<file path="src/rtl/jt6295_pkg.sv">
// Shared types and constants for the jt6295 command/voice controller.
package jt6295_pkg;

  typedef enum logic [1:0] {
    IDLE    = 2'd0,
    WAIT_CH = 2'd1,
    FETCH   = 2'd2,
    ISSUE   = 2'd3
  } state_t;

  localparam int TBL_BYTES = 8;
  localparam int HDR_BYTES = 6;
  localparam int ATT_W     = 4;
  localparam int GRP_CH    = 4;

endpackage

</file>
<file path="src/rtl/jt6295_wrdet.sv">
// CPU write detector: latches din while wrn is low and flags the first
// cycle wrn returns high as the decode cycle.
module jt6295_wrdet (
  input  logic       clk,
  input  logic       rst,
  input  logic       wrn,
  input  logic [7:0] din,
  output logic       cmd_stb,
  output logic [7:0] cmd_data
);

  logic wrn_l;

  always_ff @(posedge clk) begin
    if (rst) begin
      wrn_l    <= 1'b1;
      cmd_data <= 8'h00;
    end else begin
      wrn_l <= wrn;
      if (!wrn) cmd_data <= din;
    end
  end

  assign cmd_stb = wrn & ~wrn_l;

endmodule

</file>
<file path="src/rtl/jt6295_vctrl.sv">
// MSM6295-style command decoder and voice controller with ROM phrase fetch.
// Optional JT6295_RETRIG_EN: starts to busy channels stop then restart them.
module jt6295_vctrl
  import jt6295_pkg::*;
#(
  parameter int CH = 4,
  parameter int AW = 18
) (
  input  logic             clk,
  input  logic             rst,
  input  logic             wrn,
  input  logic [7:0]       din,
  input  logic [CH-1:0]    busy,
  output logic [CH-1:0]    start,
  output logic [CH-1:0]    stop,
  output logic [CH*AW-1:0] start_addr,
  output logic [CH*AW-1:0] end_addr,
  output logic [CH*4-1:0]  att,
  output logic             rom_cs,
  output logic [AW-1:0]    rom_addr,
  input  logic [7:0]       rom_data,
  input  logic             rom_ok,
  output logic             cmd_busy
);

  localparam int GW = (CH > GRP_CH) ? 1 : 0;
  localparam int GB = (GW > 0) ? GW : 1;

  state_t          state;
  logic [6:0]      phrase;
  logic [CH-1:0]   sel;
  logic [ATT_W-1:0] att_new;
  logic [2:0]      k;
  logic            settled;
  logic [7:0]      hdr [0:HDR_BYTES-2];
  logic [CH-1:0]   pend;
  logic [GB-1:0]   grp;

  logic            cmd_stb;
  logic [7:0]      cmd_data;

  jt6295_wrdet u_wrdet (
    .clk      (clk),
    .rst      (rst),
    .wrn      (wrn),
    .din      (din),
    .cmd_stb  (cmd_stb),
    .cmd_data (cmd_data)
  );

  function automatic logic [AW-1:0] tbl_addr(input logic [6:0] p, input logic [2:0] idx);
    return AW'(p) * AW'(TBL_BYTES) + AW'(idx);
  endfunction

  logic            is_phrase, is_chan, is_stop, fetch_done, valid;
  logic [GB-1:0]   grp_new;
  logic [7:0]      stop_wide, sel_wide;
  logic [CH-1:0]   stop_req, ch_sel, upd, start_now, stop_issue, pend_next, stop_next;
  logic [23:0]     start_full, end_full;
  logic [AW-1:0]   new_start, new_end;

  // A byte in WAIT_CH is always the channel byte, whatever its top bit.
  always_comb begin
    is_phrase = cmd_stb & cmd_data[7] & (state == IDLE);
    is_chan   = cmd_stb & (state == WAIT_CH);
    is_stop   = cmd_stb & ~cmd_data[7] & (state != WAIT_CH);
    grp_new   = grp;
    if (is_stop) grp_new = (CH > GRP_CH) ? cmd_data[GB-1:0] : '0;
    stop_wide = {4'h0, cmd_data[6:3]} << {grp_new, 2'b00};
    sel_wide  = {4'h0, cmd_data[7:4]} << {grp_new, 2'b00};
    stop_req  = stop_wide[CH-1:0] & {CH{is_stop}};
    ch_sel    = sel_wide[CH-1:0];

    fetch_done = (state == FETCH) && settled && rom_ok && (k == 3'(HDR_BYTES - 1));
    start_full = {hdr[0], hdr[1], hdr[2]};
    end_full   = {hdr[3], hdr[4], rom_data};
    new_start  = start_full[AW-1:0];
    new_end    = end_full[AW-1:0];
    valid      = (new_end >= new_start);

    upd        = '0;
    start_now  = '0;
    stop_issue = '0;
    pend_next  = '0;
    for (int j = 0; j < CH; j++) begin
      if (fetch_done && sel[j] && valid) begin
        if (!busy[j]) begin
          upd[j]       = 1'b1;
          start_now[j] = 1'b1;
        end else begin
`ifdef JT6295_RETRIG_EN
          upd[j]        = 1'b1;
          stop_issue[j] = 1'b1;
          pend_next[j]  = 1'b1;
`endif
        end
      end
    end
    if (state == ISSUE) start_now = start_now | pend;
    stop_next = (stop_req | stop_issue) & ~start_now;
  end

  // Outputs for the ISSUE cycle are registered on the edge that takes the
  // last header byte, so they appear while the FSM sits in ISSUE.
  always_ff @(posedge clk) begin
    if (rst) begin
      state      <= IDLE;
      start      <= '0;
      stop       <= '0;
      start_addr <= '0;
      end_addr   <= '0;
      att        <= '0;
      rom_cs     <= 1'b0;
      rom_addr   <= '0;
      phrase     <= '0;
      sel        <= '0;
      att_new    <= '0;
      k          <= '0;
      settled    <= 1'b0;
      pend       <= '0;
      grp        <= '0;
      for (int i = 0; i < HDR_BYTES - 1; i++) hdr[i] <= 8'h00;
    end else begin
      start <= start_now;
      stop  <= stop_next;
      grp   <= grp_new;
      for (int j = 0; j < CH; j++) begin
        if (upd[j]) begin
          start_addr[j*AW +: AW]      <= new_start;
          end_addr[j*AW +: AW]        <= new_end;
          att[j*ATT_W +: ATT_W]       <= att_new;
        end
      end
      case (state)
        IDLE: begin
          if (is_phrase) begin
            phrase <= cmd_data[6:0];
            state  <= WAIT_CH;
          end
        end
        WAIT_CH: begin
          if (is_chan) begin
            sel      <= ch_sel;
            att_new  <= cmd_data[3:0];
            k        <= 3'd0;
            settled  <= 1'b0;
            rom_cs   <= 1'b1;
            rom_addr <= tbl_addr(phrase, 3'd0);
            state    <= FETCH;
          end
        end
        FETCH: begin
          if (!settled) begin
            settled <= 1'b1;
          end else if (rom_ok) begin
            if (k == 3'(HDR_BYTES - 1)) begin
              rom_cs <= 1'b0;
              pend   <= pend_next;
              state  <= ISSUE;
            end else begin
              hdr[k]   <= rom_data;
              k        <= k + 3'd1;
              rom_addr <= tbl_addr(phrase, k + 3'd1);
              settled  <= 1'b0;
            end
          end
        end
        ISSUE: begin
          pend <= '0;
          if (pend == '0) state <= IDLE;
        end
        default: state <= IDLE;
      endcase
    end
  end

  assign cmd_busy = (state != IDLE);

endmodule

</file>
<file path="config.mk">
export PLATFORM = sky130hd
export DESIGN_NAME = jt6295_vctrl
export DESIGN_NICKNAME = d
export VERILOG_FILES = /design/src/rtl/jt6295_pkg.sv /design/src/rtl/jt6295_wrdet.sv /design/src/rtl/jt6295_vctrl.sv
export SDC_FILE = /design/constraint.sdc
export NUM_CORES = 1
export LEC_CHECK = 0
export ABC_AREA = 1
export CAP_MARGIN = 20
export CORE_UTILIZATION = 43
export DETAILED_ROUTE_END_ITERATION = 16
export PLACE_DENSITY_LB_ADDON = 0.2
export SLEW_MARGIN = 0
export SYNTH_ARGS = -nofsm -noshare
export SYNTH_HDL_FRONTEND = slang
export SYNTH_SLANG_ARGS = --single-unit
</file>
<file path="constraint.sdc">
create_clock -name clk -period 5.8 [get_ports clk]
set_clock_uncertainty 0.05 [all_clocks]
set_input_delay 1.45 -clock clk [delete_from_list [all_inputs] [get_ports clk]]
set_output_delay 1.45 -clock clk [all_outputs]
set_load 0.01 [all_outputs]
</file>
==> impl_metrics.json <==
{
  "synth-edff-count": 28,
  "crit_top_cell": "nor2_1",
  "cts_hold_buffers": 0,
  "antenna_found_initial": 0,
  "cts_tree": "done",
  "async_reset_ff_share_pct": 0,
  "grt_pass1_wl_um": 44600,
  "worst_pin_slew_ns": 1.11,
  "path_class": "in2reg",
  "fin_crit_ns": 3.84,
  "cts_setup_buffers": 0,
  "dr_wl_met2_um": 13600,
  "yosys_warnings": 0,
  "drive_gt1_share_pct": 10.6,
  "switching_power_uw": 908,
  "tns_ns": 0,
  "insertedDiodeCount": 0,
  "fillers": 2298,
  "ys_types": 38,
  "cap_violations": 0,
  "dp_hpwl_um": 17900,
  "pin_count": 212,
  "coreArea_um2": 24200,
  "hold_class": "reg2reg",
  "rows": 57,
  "viasPerCell": 5.02,
  "insertion_delay_ns": 0.52,
  "ir_drop_mv": 0.194,
  "die_w_um": 159,
  "final_cell_area_um2": 13200,
  "arrival_ns": 4.24,
  "grt_pass1_vias": 8186,
  "crit_family": "simple AND/OR/NAND/NOR gates",
  "worst_path_max_delay_cell": "nand3_4",
  "ys_seq_area_share_pct": 47.0,
  "drc": 0,
  "period_share_pct": 66.2,
  "drv_slew": 0,
  "place_congestion": 0.850,
  "p_seq_share_pct": 46.2,
  "syn_inst": 1303,
  "cts_resized": 0,
  "numCtsBuffers": 26,
  "synthTopCellsByArea": "dfxtp_1 (39%), nor2_1 (8.5%), nand3_1 (8.2%), edfxtp_1 (7.9%), nand2_1 (7.7%)",
  "cp_num_buf_inv": 4,
  "routedWlPerCell_um": 16.0,
  "top_layer_used": "met4",
  "register_area_um2": 4980,
  "ctsRootBufferMaster": "clkbuf_16",
  "layout.nets": 1490,
  "initial_core_util_pct": 43.7,
  "clock.fmax_mhz": 261,
  "portBuffers": 203,
  "setup_viol": 0,
  "wl_um": 28700,
  "p_comb_share_pct": 9.3,
  "clkPwrFrac_pct": 44.5,
  "multi_input_area_um2": 4570,
  "design_power_total_uw": 3660,
  "grt_max_degree": 144,
  "avgSynthCellArea_um2": 8.14,
  "crit_fanout": 63,
  "dieHeight_um": 159,
  "grt.total_usage_pct": 22.0,
  "outcome": "finished clean",
  "synth.top_cell.area_share_pct": 39.1,
  "post-synth-top-area-cell": "dfxtp_1",
  "rsz0062_at_grt": "no",
  "cts_max_level": 1,
  "power_leakage_uw": 0.00508,
  "cp_cell_sequence": "clkdlybuf4s50_1 -> inv_2 -> ha_1 -> nand2_1 -> inv_1 -> nand3_1 -> nor2_1 -> nor2_1 -> nand3_4 -> buf_4 -> nand3_1 -> nand2_1 -> nor2_1",
  "clkSinkCount": 235,
  "grt_remaining_overflow": 0,
  "max_stage_delay_ns": 0.66,
  "syn_area_um2": 10600,
  "wl_met1_um": 12900,
  "ant_nets": 0,
  "synth.most_common_cell": "nor2_1",
  "cp-end-kind": "flip-flop",
  "clk_path_buf_depth": 3,
  "power_switching_share_pct": 24.8,
  "hold_viol_final": 0,
  "fp.dieArea_um2": 25300,
  "synthFlopType": "dfxtp_1",
  "p_per_area_nw_per_um2": 277,
  "synth-seq-cells": 235,
  "slew_headroom_pct": 26.2,
  "route.met3.wl_um": 1820,
  "dpl_cell_area_um2": 12400,
  "clkTransAtPathRegs_ns": 0.06,
  "start_kind": "input port",
  "required_ns": 6.21,
  "synth_commonest_cells": "nor2_1 (240), nand2_1 (218), dfxtp_1 (207)",
  "dr.pass1.iters": 5,
  "power.internal_uw": 2750,
  "drtIter0Drc": 682,
  "vias": 8966,
  "area_growth_pct": 24.5
}
cell usage in the layout, fill, tap and decap left out, types with 4 or more instances in the layout:
cell and n:
buf_4 7, nand3_1 173, nor3_1 4, a21oi_2 90, nor2_1 240, inv_1 61, clkdlybuf4s50_1 203, clkbuf_8 4
edfxtp_1 28, conb_1 8, nand2_1 218, a21oi_1 97, clkinv_2 6, clkbuf_1 10, ha_1 23, clkbuf_16 28
o21ai_0 23, dfxtp_1 207
metal layers:
layer  track usage [%]  vias to the layer above
met3              3.72                       32
met5                 0                        -
met1              30.0                     4152
met2              36.4                      252
met4              4.76                        0
li1                  -                     4530
flip-flops by register name, indices dropped and copies added, names as in the netlist:
| register | count |
|---|---|
| phrase | 7 |
| stop | 4 |
| att_new | 4 |
| rom_cs | 1 |
| u_wrdet.cmd_data | 8 |
| end_addr | 72 |
| state | 2 |
| rom_addr | 8 |
| sel | 4 |
| k | 2 |
| start | 4 |
| start_addr | 72 |
| att | 16 |
| hdr | 28 |
| u_wrdet.wrn_l | 1 |
| settled | 1 |
| grp | 1 |
tightest hold or removal path: stages, from the launching register on:
cell and delay [ns]:
dfxtp_1 0.30, nand2_1 0.06, a21oi_1 0.05
power by group through the flow:
stage          clock [uW]  combinational [uW]  sequential (uW)
2_1_floorplan           0                 280             1720
4_1_cts              1660                 342             1690
3_3_place_gp            0                 338             1720
5_1_grt              1740                 381             1690
6_report             1630                 342             1690
3_5_place_dp            0                 341             1730
final cells by class:
class / instances / area share, %
well taps: 324 / 3.07
flip-flops and latches: 235 / 37.7
inverters: 67 / 1.95
multi-input cells: 900 / 34.6
repair buffers: 213 / 16.2
clock buffers: 42 / 6.01
clock inverters: 6 / 0.417
final timing paths:
path / cells past startpoint / from / end / slack, ns
max: 13 / rom_data[0] / start_addr[64] / 1.96
min: 2 / phrase[1] / phrase[1] / 0.41
max reg2reg: 12 / hdr[1][0] / start_addr[64] / 2.73
min reg2reg: 2 / phrase[1] / phrase[1] / 0.41
logic make-up after synthesis:
logic type	share of synthesized area, %
buf+inv	10.4
other cells	0.0354
fa+ha+maj	2.71
compound gates	13.6
flops	47.0
xor+xnor	0.0826
simple gates	26.2
per-stage QoR:
step                hold slack, ns  std cells  util, %  setup slack [ns]
global route                 0.435       1787     54.5              1.75
floorplan                    0.380       1310        -              2.90
detailed placement           0.405       1739     51.0              1.46
CTS                          0.417       1787     54.5              1.99
finish                       0.414       1787     54.5              1.96
global placement             0.398       1739     51.0              1.51
Power figures use the tool's default switching activity.
==> edit 1: new RTL, same settings <==
Set the parameter `CH` to 8 (it was 4).
--- a/src/rtl/jt6295_vctrl.sv
+++ b/src/rtl/jt6295_vctrl.sv
@@ -3,7 +3,7 @@
 module jt6295_vctrl
   import jt6295_pkg::*;
 #(
-  parameter int CH = 4,
+  parameter int CH = 8,
   parameter int AW = 18
 ) (
   input  logic             clk,
Ports: changed (6 resized); port bits go from 212 to 384. The function was not compared with the original's and may differ.
==> edit 1 against the original RTL <==
  * Clock power rose by 72%
  * Design area rose by 67%
  * Synthesized area rose by 60%
  * Power rose by 70%
  * Sequential power rose by 70%
  * Via count rose by 79%
  * Sequential cell count rose by 172
  * Sequential share of layout area rose by 0.49 points
  * Combinational power rose by 57%
  * Worst setup slack improved by 0.29 ns
  * Routed wire length rose by 94%
  * Core utilization rose by 2.4 points
  * Critical path type unchanged
  * Highest routed layer is now met5
==> edit 1: results (changes against the original RTL) <==
Status
Result of the run: complete, no violations (unchanged).

GRT
The global-route wire length before repair is 84800 um (was 44600 um). The met3 track utilization from global routing is 7.00% (was 3.72%). The fraction of met2 tracks used by global routing was 42.4% (was 36.4%). The pin count of the biggest net entering global routing is 185 (was 144).

The number of antenna violations at the first check in global routing was 2 (was 0). The number of global-route vias before repair is 14.5k (was 8186). The met1 routing resource usage after global routing is 35.1% (was 30.0%).

Logic synthesis
The post-synthesis compound-gate area fraction is 11.7% (was 13.6%). The adder and majority gate portion of the synthesized area is 1.70% (was 2.71%). The number of distinct standard cells referenced by the synthesized netlist is 30 (was 38). Top cells by area, synth: sky130_fd_sc_hd__dfxtp_1 (45%), sky130_fd_sc_hd__a21oi_1 (11%), sky130_fd_sc_hd__nand3_1 (9.9%) (was sky130_fd_sc_hd__dfxtp_1 (39%), sky130_fd_sc_hd__nor2_1 (8.5%), sky130_fd_sc_hd__nand3_1 (8.2%)).

Power
The design internal power is 4.67 mW (was 2.75 mW). The worst ir drop on vdd came to 213 uV (was 194 uV). The standby leakage power is 8.37 nW (was 5.08 nW).

Placed design
The final weighted congestion in routability-driven placement is 0.810 (was 0.850). The cell area reported after detailed placement came to 20600 um^2 (was 12400 um^2). The detailed placement HPWL is 35100 um (was 17900 um).

Worst setup path
The dominant cell type by count on the critical path is sky130_fd_sc_hd__nand2_1 (was sky130_fd_sc_hd__nor2_1). The signal arrival time at the worst endpoint is 4.00 ns (was 4.24 ns). The worst-path maximum fanout is 49 (was 63). The kind of cell adding the most delay to the critical path is buffers and inverters (was simple AND/OR/NAND/NOR gates).

Clock tree
The clock network latency to the later pin of the worst-skew pair is 0.59 ns (was 0.52 ns). The number of H-tree branching levels came to 2 (was 1).

Final layout
Largest registers: end_addr (144), start_addr (144), att (32) (was end_addr (72), start_addr (72), hdr (28)).

STA
The slew at the pin closest to its max-slew limit is 1.21 ns (was 1.11 ns).
edit 1: cell count changes after synthesis, sizes merged, moves of 3 or more:
cell,before,now
clkbuf,20,37
inv,65,50
clkinv,2,23
o21ai,24,27
nor2,242,403
buf,88,167
a21oi,187,357
nand3,175,334
dfxtp,207,379
nand2,219,386
edit 1: stage by stage:
stage	std cells	total power [mW]	hold WS [ns]	setup WS, ns
2_1_floorplan	2250	3.32	0.380	2.50
3_3_place_gp	2970	3.47	0.397	1.66
3_5_place_dp	2970	3.48	0.397	1.65
4_1_cts	3050	6.26	0.410	2.25
5_1_grt	3052	6.44	0.437	2.04
6_report	3052	6.23	0.410	2.25
edit 1: worst paths after layout:
path	startpoint	to	slack (ns)	depth (start not counted)
hold / removal	phrase[1]	phrase[1]	0.41	2
hold reg to reg	phrase[1]	phrase[1]	0.41	2
setup / recovery	rom_data[0]	start_addr[21]	2.25	17
setup reg to reg	hdr[2][5]	start_addr[21]	2.61	13
edit 1: routing by layer:
| metal | up-vias | wire (um) |
|---|---|---|
| li1 | 7880 | - |
| met1 | 7450 | 23300 |
| met2 | 640 | 25200 |
| met3 | 106 | 5220 |
| met4 | 2 | 1860 |
| met5 | - | 15 |
edit 1: cell type report:
type                            count  area, um^2  area share [%]
Antenna cell                        1        2.50          0.0114
Clock inverter                     11         113           0.511
Tap cell                          518         648            2.94
Timing Repair Buffer              407        4100            18.6
Sequential cell                   407        8430            38.2
Multi-Input combinational cell   1566        7150            32.4
Inverter                           73         282            1.28
Clock buffer                       69        1320            5.99
edit 1: worst min-delay path: cells and delay by family, from the launching register on:
kind	cells	cell delay, ns
AOI/OAI and AO/OA	1	0.05
and+or+nand+nor	1	0.06
DFF	1	0.30
==> edit 2: new RTL, config.mk and constraints unchanged <==
Without the edit above. Register the output `att` once more, with the module's reset; this adds one clock of latency there. The other outputs are not delayed to match.
--- a/src/rtl/jt6295_vctrl.sv
+++ b/src/rtl/jt6295_vctrl.sv
@@ -25,6 +25,8 @@
 
   localparam int GW = (CH > GRP_CH) ? 1 : 0;
   localparam int GB = (GW > 0) ? GW : 1;
+
+  logic [CH*4-1:0] att_s0;
 
   state_t          state;
   logic [6:0]      phrase;
@@ -109,7 +111,7 @@
       stop       <= '0;
       start_addr <= '0;
       end_addr   <= '0;
-      att        <= '0;
+      att_s0     <= '0;
       rom_cs     <= 1'b0;
       rom_addr   <= '0;
       phrase     <= '0;
@@ -128,7 +130,7 @@
         if (upd[j]) begin
           start_addr[j*AW +: AW]      <= new_start;
           end_addr[j*AW +: AW]        <= new_end;
-          att[j*ATT_W +: ATT_W]       <= att_new;
+          att_s0[j*ATT_W +: ATT_W]       <= att_new;
         end
       end
       case (state)
@@ -176,5 +178,13 @@
 
   assign cmd_busy = (state != IDLE);
 
+  always_ff @(posedge clk) begin
+    if (rst) begin
+      att <= '0;
+    end else begin
+      att <= att_s0;
+    end
+  end
+
 endmodule
 
Function: same outputs for any inputs over 4 cycles, from zero or initial values and one cycle with rst high; that may be too few to reach the edited logic, so the function may still have changed.
==> edit 2 against the original RTL <==
  * Die area fell by 2.7%
  * Power rose by 8.0%
  * Sequential cell count rose by 16
  * Highest routed layer unchanged
  * Worst setup slack improved by 0.19 ns
  * Design area rose by 0.96%
  * Sequential share of layout area rose by 2.0 points
  * Synthesized area fell by 2.7%
  * Routed wire length fell by 2.1%
==> edit 2: results (changes against the original RTL) <==
Final layout
The non-clock buffer count in the final layout is 216 (was 213). The non-clock buffer area fraction after layout is 16.2% (about the same). The filler-free cell count of the finished design is 1833 (was 1787).

The number of fill cells is 2187 (was 2298). The multi-input combinational cell count is 899 (was 900). The clock buffer instance count of the final layout is 46 (was 42). The post-layout net count is 1543 (was 1490). The final instance area is 13300 um^2 (was 13200 um^2).

The share of final-layout standard cells stronger than drive strength 1 is 4.82% (was 10.6%). The flip-flop and latch share of the layout cell area is 39.8% (was 37.7%). The count of inverters not on the clock network in the layout is 101 (was 67).

Detailed routing
The post-detailed-route via-to-cell ratio was 4.98 (was 5.02). The amount of wire on met2 after detailed routing came to 12600 um (was 13600 um). The iteration count of the initial detailed-routing pass is 7 (was 5). The initial DRC count is 585 (was 682).

The wire length reported by the detailed router is 28100 um (was 28700 um). The wire length on met3 is 1810 um (was 1820 um). The wire length the detailed router placed on met1 is 13100 um (was 12900 um).

Power
The standby leakage power is 5.55 nW (was 5.08 nW). The clock share of power is 43.7% (was 44.5%). The net switching share of the total power is 24.6% (was 24.8%). The relative contribution of combinational cells to total power is 10.2% (was 9.3%). The worst ir drop on vdd is 196 uV (was 194 uV). The power attributed to the clock group is 1.73 mW (was 1.63 mW).

Logic synthesis
Top post-synthesis cells by count: sky130_fd_sc_hd__nand2_1 (247), sky130_fd_sc_hd__dfxtp_1 (223), sky130_fd_sc_hd__nor2_1 (221) (was sky130_fd_sc_hd__nor2_1 (240), sky130_fd_sc_hd__nand2_1 (218), sky130_fd_sc_hd__dfxtp_1 (207)). The sequential cell area fraction in the yosys report came to 51.4% (was 47.0%). The post-synthesis compound-gate area fraction is 10.1% (was 13.6%). The adder and majority gate portion of the synthesized area was 2.79% (was 2.71%). The cell with the most instances after synthesis is sky130_fd_sc_hd__nand2_1 (was sky130_fd_sc_hd__nor2_1).

The cell count after synthesis is 1347 (was 1303). The number of distinct standard cells referenced by the synthesized netlist is 30 (was 38). The share of Yosys cell area claimed by the top area cell type is 43.3% (was 39.1%). The xor and xnor fraction of the mapped netlist area is 0.0849% (was 0.0826%).

STA
The max-slew headroom at the worst pin is 46.1% (was 26.2%).

GRT
The global-route wire length before repair is 43300 um (was 44600 um). The met1 routing resource usage after global routing was 31.8% (was 30.0%). The pin count of the biggest net entering global routing came to 172 (was 144). The met3 track utilization from global routing is 4.07% (was 3.72%).

Placed design
The worst-case setup slack after placement came to 1.73 ns (was 1.46 ns). The final weighted congestion in routability-driven placement is 0.789 (was 0.850). The cell area reported after detailed placement came to 12400 um^2 (about the same). The detailed placement HPWL is 18100 um (was 17900 um).

Worst setup path
The worst-path maximum fanout is 171 (was 63). The signal arrival time at the worst endpoint is 4.01 ns (was 4.24 ns). The worst-path cell with the longest stage delay is sky130_fd_sc_hd__buf_12 (was sky130_fd_sc_hd__nand3_4). The delay of the slowest critical-path stage came to 0.48 ns (was 0.66 ns).

Floorplan
The width of the die is 157 um (was 159 um).

Status
Result of the run: complete, no violations (unchanged).

Clock tree
The clock sink count was 251 (was 235).
[edit 2: cell types whose count changed after synthesis, moves of 7 or more]
cell and change:
sky130_fd_sc_hd__buf_2 +12, sky130_fd_sc_hd__clkbuf_1 +12, sky130_fd_sc_hd__nor2_1 -19, sky130_fd_sc_hd__a21oi_2 -90, sky130_fd_sc_hd__dfxtp_1 +16, sky130_fd_sc_hd__nand3_1 +7, sky130_fd_sc_hd__inv_1 +30, sky130_fd_sc_hd__buf_12 -10
sky130_fd_sc_hd__nand2_1 +29, sky130_fd_sc_hd__buf_6 -22, sky130_fd_sc_hd__a21oi_1 +78
[edit 2: path summary, 6_finish.rpt]
check	depth (start not counted)	to	start	slack (ns)
worst max register to register	11	end_addr[41]	hdr[1][7]	2.93
worst min register to register	2	att[13]	att_s0[13]	0.38
worst min-delay path	2	att[13]	att_s0[13]	0.38
worst max-delay path	12	end_addr[24]	rom_data[5]	2.16
